===== config.mk =====
export PLATFORM = sky130hd
export DESIGN_NAME = hex_display_scanner_flat
export DESIGN_NICKNAME = d
export VERILOG_FILES = /design/src/rtl/hex_display_scanner_pkg.sv /design/src/rtl/hex_display_scanner_if.sv /design/src/rtl/hex_display_scanner_hex_to_seg.sv /design/src/rtl/hex_display_scanner.sv /design/src/flat_wrapper.sv
export SDC_FILE = /design/constraint.sdc
export NUM_CORES = 1
export LEC_CHECK = 0
export CORE_MARGIN = 2
export CORE_UTILIZATION = 40
export DETAILED_ROUTE_END_ITERATION = 8
export PLACE_DENSITY_LB_ADDON = 0.3
export RECOVER_POWER = 100
export SYNTH_ARGS = -nofsm -noshare
export SYNTH_HDL_FRONTEND = slang
export SYNTH_SLANG_ARGS = --single-unit

===== constraint.sdc =====
create_clock -name clk_100MHz -period 4.2 [get_ports clk_100MHz]
set_clock_uncertainty 0.2 [all_clocks]
set_input_delay 0.63 -clock clk_100MHz [delete_from_list [all_inputs] [get_ports clk_100MHz]]
set_output_delay 0.63 -clock clk_100MHz [all_outputs]
set_load 0.05 [all_outputs]

===== src/rtl/hex_display_scanner_pkg.sv =====
// hex_display_pkg: segment patterns and scan states shared by the hex display scanner.
package hex_display_pkg;
    localparam logic [6:0] SEG_OFF = 7'h7F;
    // Index is the nibble value, bit order is {g,f,e,d,c,b,a}, active low.
    localparam logic [6:0] SEG_LUT [16] = '{
        7'b1000000, 7'b1111001, 7'b0100100, 7'b0110000,
        7'b0011001, 7'b0010010, 7'b0000010, 7'b1111000,
        7'b0000000, 7'b0010000, 7'b0001000, 7'b0000011,
        7'b1000110, 7'b0100001, 7'b0000110, 7'b0001110
    };
    typedef enum logic {BLANK, SHOW} state_t;
endpackage


===== src/rtl/hex_display_scanner_if.sv =====
// hex_display_scanner_if: parallel word in, multiplexed seven-segment drive out.
interface hex_display_scanner_if #(
    parameter int DIGITS = 4,
    parameter int WIDTH  = 16
);
    logic [WIDTH-1:0]  value;
    logic [DIGITS-1:0] dp_mask;
    logic [6:0]        seg;
    logic              dp;
    logic [DIGITS-1:0] an;
    modport master (output value, dp_mask, input seg, dp, an);
    modport slave  (input value, dp_mask, output seg, dp, an);
endinterface


===== src/rtl/hex_display_scanner_hex_to_seg.sv =====
// hex_to_seg: combinational nibble to active-low seven-segment pattern.
module hex_to_seg
    import hex_display_pkg::*;
(
    input  logic [3:0] nib,
    output logic [6:0] seg
);
    assign seg = SEG_LUT[nib];
endmodule


===== src/rtl/hex_display_scanner.sv =====
// hex_display_scanner: scans a latched word as hex digits on a common-anode display with blank gaps.
// Optional leading-zero blanking when HEX_DISPLAY_LZB_EN is defined.
module hex_display_scanner
    import hex_display_pkg::*;
#(
    parameter int DIGITS       = 4,
    parameter int WIDTH        = 16,
    parameter int REFRESH_DIV  = 100000,
    parameter int BLANK_CYCLES = 1000
) (
    input logic                 clk_100MHz,
    input logic                 rst_n,
    hex_display_scanner_if.slave bus
);
    localparam int CW = $clog2(REFRESH_DIV);
    localparam int IW = DIGITS > 1 ? $clog2(DIGITS) : 1;
    localparam logic [CW-1:0] CNT_MAX = CW'(REFRESH_DIV - 1);
    localparam logic [IW-1:0] IDX_MAX = IW'(DIGITS - 1);

    if (WIDTH != 4 * DIGITS) begin : g_bad_width
        $error("WIDTH must equal 4*DIGITS");
    end
    if (REFRESH_DIV < 2) begin : g_bad_div
        $error("REFRESH_DIV must be at least 2");
    end
    if (BLANK_CYCLES < 0 || BLANK_CYCLES >= REFRESH_DIV) begin : g_bad_blank
        $error("BLANK_CYCLES must be in 0..REFRESH_DIV-1");
    end

    logic [CW-1:0]     cnt;
    logic [IW-1:0]     idx;
    logic [WIDTH-1:0]  shadow, cur;
    logic [DIGITS-1:0] shadow_dp, cur_dp;
    logic [6:0]        dec;
    logic              load, in_show, lz_blank;
    state_t            mode;

    // The frame's first slot decodes the word being latched on that same edge.
    assign load   = cnt == '0 && idx == '0;
    assign cur    = load ? bus.value : shadow;
    assign cur_dp = load ? bus.dp_mask : shadow_dp;

    if (BLANK_CYCLES == 0) begin : g_no_gap
        assign in_show = 1'b1;
    end else begin : g_gap
        assign in_show = cnt >= CW'(BLANK_CYCLES);
    end

`ifdef HEX_DISPLAY_LZB_EN
    logic [DIGITS-1:0] lz;
    for (genvar i = 0; i < DIGITS; i++) begin : g_lz
        assign lz[i] = cur[WIDTH-1:4*i] == '0;
    end
    assign lz_blank = idx != '0 && lz[idx];
`else
    assign lz_blank = 1'b0;
`endif

    assign mode = in_show && !lz_blank ? SHOW : BLANK;

    hex_to_seg u_dec (.nib(cur[idx*4 +: 4]), .seg(dec));

    always_ff @(posedge clk_100MHz or negedge rst_n) begin
        if (!rst_n) begin
            cnt       <= '0;
            idx       <= '0;
            shadow    <= '0;
            shadow_dp <= '0;
            bus.an    <= '1;
            bus.seg   <= SEG_OFF;
            bus.dp    <= 1'b1;
        end else begin
            cnt <= cnt == CNT_MAX ? '0 : cnt + 1'b1;
            if (cnt == CNT_MAX) idx <= idx == IDX_MAX ? '0 : idx + 1'b1;
            if (load) begin
                shadow    <= bus.value;
                shadow_dp <= bus.dp_mask;
            end
            bus.an  <= mode == SHOW ? ~(DIGITS'(1) << idx) : '1;
            bus.seg <= mode == SHOW ? dec : SEG_OFF;
            bus.dp  <= mode == SHOW ? ~cur_dp[idx] : 1'b1;
        end
    end
endmodule

===== src/flat_wrapper.sv =====
// flat-port wrapper written by rule: the top's interface ports become plain ports
module hex_display_scanner_flat import hex_display_pkg::*;
#(
    parameter int DIGITS       = 4,
    parameter int WIDTH        = 16,
    parameter int REFRESH_DIV  = 100000,
    parameter int BLANK_CYCLES = 1000
)
  (clk_100MHz, rst_n, bus_value, bus_dp_mask, bus_seg, bus_dp, bus_an);
  hex_display_scanner_if #(.DIGITS(DIGITS), .WIDTH(WIDTH)) bus_i ();
  input logic clk_100MHz;
  input logic rst_n;
  input wire logic [$bits(bus_i.value)-1:0] bus_value;
  input wire logic [$bits(bus_i.dp_mask)-1:0] bus_dp_mask;
  output wire logic [$bits(bus_i.seg)-1:0] bus_seg;
  output wire logic [$bits(bus_i.dp)-1:0] bus_dp;
  output wire logic [$bits(bus_i.an)-1:0] bus_an;
  assign bus_i.value = bus_value;
  assign bus_i.dp_mask = bus_dp_mask;
  assign bus_seg = bus_i.seg;
  assign bus_dp = bus_i.dp;
  assign bus_an = bus_i.an;
  hex_display_scanner #(.DIGITS(DIGITS), .WIDTH(WIDTH), .REFRESH_DIV(REFRESH_DIV), .BLANK_CYCLES(BLANK_CYCLES)) u_core (.clk_100MHz(clk_100MHz), .rst_n(rst_n), .bus(bus_i));
endmodule

==> run_results.csv <==
group,metric,value,unit
status,status,"finished with violations",
status,violations,"capacitance limit, slew limit",
drt,drt_first_pass_iters,4,
placed_design,placed_area,2920,um^2
die,io_pins,34,
sta,fmax,277,MHz
sta,holdWs,0.259,ns
pwr,peakVddDrop,0.138,mV
clock_tree,cts_root_buf,"clkbuf_8",
die,start_util,42.0,%
cells_and_area,area_growth,18.2,%
cells_and_area,multi_input_area,1120,um^2
worst_setup_path,regToRegEndpoint,"u_core.bus.seg[0]",
clock_tree,clk_path_buf_depth,2,
worst_setup_path,critPathRequiredTime,4.21,ns
cells_and_area,ff_latch_area,1290,um^2
cells_and_area,antenna_cells,0,
clock_tree,post_cts_buffers,0,
logic_synthesis,yosys.area_share.simple,13.5,%
sta,setup_slack,0.592,ns
pwr,switching_share,22.1,%
logic_synthesis,synth_mux_area_share,16.7,%
logic_synthesis,synth_edf_count,0,
pwr,p_seq_share,60.0,%
die,dieHeight,83.3,um
logic_synthesis,avgSynthCellArea,12.4,um^2
global_routing,grt_pass1_wl,7820,um
clock_tree,cts_resized,0,
worst_setup_path,worst-r2r-setup-slack,0.59,ns
drt,via_per_inst,4.97,
clock_tree,cts_buffers,5,
logic_synthesis,synth_cells,203,
drt,drc,0,
die,rows,28,
global_routing,grt_max_degree,48,
worst_setup_path,arrival,3.62,ns
pwr,netSwitchingPower,0.000185,W
cells_and_area,mostFrequentLayoutCells,"39 x dfrtp_1, 20 x nand2_1, 20 x clkdlybuf4s50_1",
die,core-area,5990,um^2
hold_path,min_to,"u_core.cnt[0]",
logic_synthesis,synth_xor_area_share,5.52,%
worst_setup_path,rr_worst_depth,10,
cells_and_area,stdcell_area,2980,um^2
sta,period_minus_slack,3.61,ns
hold_path,hp-class,"register to register",
clock_tree,clk_latency,0.30,ns
placed_design,post-place-cells,309,
drt,wl_per_cell,13.8,um
global_routing,grt_usage,14.0,%
placed_design,place_congestion,0.735,
pwr,powerDensity,282,nW/um^2
worst_setup_path,crit_fanout,14,
clock_tree,h-tree-depth,2,
pwr,p_clk_share,32.1,%
sta,drv_slew,48,
placed_design,pre_cts_slack,0.602,ns
sta,hold_viol_final,0,
job,cap_viol_max_count,1,
pwr,internal_power,0.000654,W
worst_setup_path,timing.rr.start,"u_core.idx[0]",
cells_and_area,final_common_cell,"dfrtp_1",
pwr,leakage,1.21,nW
cells_and_area,layout.cells.non_filler,317,
placed_design,hpwl,3160,um
worst_setup_path,worstSetupStartpointType,"register",
logic_synthesis,synth_cell_types,44,
logic_synthesis,synthesis.area,2520,um^2
logic_synthesis,synth_top_family_by_area,"multiplexers",
worst_setup_path,crit_type,"register to register",
worst_setup_path,worstSetupEndpointType,"register",
sta,relSlewSlack,-64.0,%
global_routing,overflow,0,
hold_path,hold_start,"u_core.cnt[0]",
logic_synthesis,synthArstFlopShare,100,%
drt,vias,1574,
die,dieArea,6940,um^2
clock_tree,clock-sinks,51,
drt,final_antenna_net_count,0,
sta,tns,0,ns
clock_tree,path_clk_slew,0.09,ns
sta,period_share,85.9,%
placed_design,port_buffers,33,
drt,drt-initial-drc-count,34,
die,die_w,83.3,um
logic_synthesis,synth_compound_area_share,3.68,%
clock_tree,cts_tree,"yes",
sta,worst_pin_slew,2.46,ns
logic_synthesis,syn-num-nets,237,
sta,setup_viol,0,
pwr,combPwrFrac,7.9,%
clock_tree,cts_hold_buffers,0,
logic_synthesis,synth-adder-area-share,5.96,%
logic_synthesis,synth_warnings,0,
cells_and_area,drive_gt1_share,17.8,%
global_routing,grt_pass1_vias,1623,
hold_path,whs_path_depth,1,
logic_synthesis,ys.flop_type,"dfrtp_1",
logic_synthesis,yosysSeqAreaShare,51.3,%
logic_synthesis,ys_ff_latch,51,
drt,wirelength,4380,um
cells_and_area,nFillCells,552,
cells_and_area,num-nets-final,275,
sta,rsz0062_at_grt,"false",
global_routing,antenna_found_initial,0,
-- metrics by stage --
step                util (%)  total power, W
floorplan                  -        0.000546
global placement        48.8        0.000582
detailed placement      48.8        0.000583
CTS                     50.2        0.000856
global route            49.7        0.000884
finish                  49.7        0.000839
-- power groups by stage --
stage          combinational [W]  clock, W  sequential [W]
2_1_floorplan          0.0000344         0        0.000512
3_3_place_gp           0.0000691         0        0.000513
3_5_place_dp           0.0000696         0        0.000513
4_1_cts                0.0000696  0.000282        0.000504
5_1_grt                0.0000744  0.000305        0.000505
6_report               0.0000659  0.000270        0.000504
-- state kept, by name, summed over array words and instances, names as in the netlist --
register          flops
u_core.cnt           17
u_core.shadow        16
u_core.idx            2
u_core.bus.an         4
u_core.bus.seg        7
u_core.bus.dp         1
u_core.shadow_dp      4
-- logic make-up after synthesis --
kind of cell	Yosys count
and+or+nand+nor	64
buffers and inverters	17
AOI/OAI and AO/OA	14
xor gates and xnor gates	15
DFF	51
muxes	30
adders and majority gates	12
-- worst max-delay path, cell delays in order, from the launching register on --
cell and delay [ns]:
dfrtp_1 0.49, inv_1 0.22, ha_1 0.22, nand3_2 0.09, nor3_4 0.45, buf_4 0.31
mux2_1 0.37, mux4_2 0.64, or3b_1 0.39, o221ai_1 0.07, nand2_1 0.07
-- final cells by class --
class	instances	area share, %
Inverter	11	1.39
Clock inverter	1	0.168
Sequential cell	51	43.4
Clock buffer	7	2.56
Multi-Input combinational cell	135	37.7
Tap cell	75	3.15
Timing Repair Buffer	37	11.6
-- synth_stat cells (all sizes together), types with 2 or more instances --
cell type | count | area, um^2
ha | 12 | 150
mux2i | 3 | 30.0
nand2 | 21 | 81.3
o211ai | 5 | 37.5
and2 | 2 | 15.0
buf | 4 | 35.0
nor2 | 15 | 56.3
dfstp | 12 | 315
o21ai | 5 | 25.0
mux4 | 6 | 135
and3 | 2 | 12.5
clkbuf | 2 | 7.51
nand3 | 9 | 50.1
o221ai | 2 | 17.5
nand4 | 3 | 18.8
nor3 | 2 | 21.3
xor2 | 9 | 86.3
nor4 | 2 | 18.8
inv | 10 | 37.5
mux2 | 21 | 255
dfrtp | 39 | 976
xnor2 | 6 | 52.6
-- how the worst max path moves through the flow --
stage / start / end / slack, ns / depth (start not counted)
after floorplan: u_core.cnt[0] / u_core.bus.seg[0] / 0.85 / 14
after global placement: u_core.idx[0] / u_core.bus.seg[0] / 0.61 / 13
after detailed placement: u_core.idx[0] / u_core.bus.seg[0] / 0.60 / 13
after CTS: u_core.idx[1] / u_core.bus.seg[0] / 0.59 / 13
after global routing: u_core.cnt[11] / u_core.bus.seg[2] / 0.28 / 9
final: u_core.idx[0] / u_core.bus.seg[0] / 0.59 / 10
-- layer usage --
| layer | part of all wire, % | up-vias | GRT usage (%) |
|---|---|---|---|
| met5 | 0 | - | 0 |
| met4 | 1.3 | 0 | 4.47 |
| met3 | 3.1 | 6 | 2.88 |
| met2 | 46 | 25 | 21.8 |
| met1 | 50 | 767 | 19.8 |
| li1 | - | 776 | - |
Power figures use the tool's default switching activity.
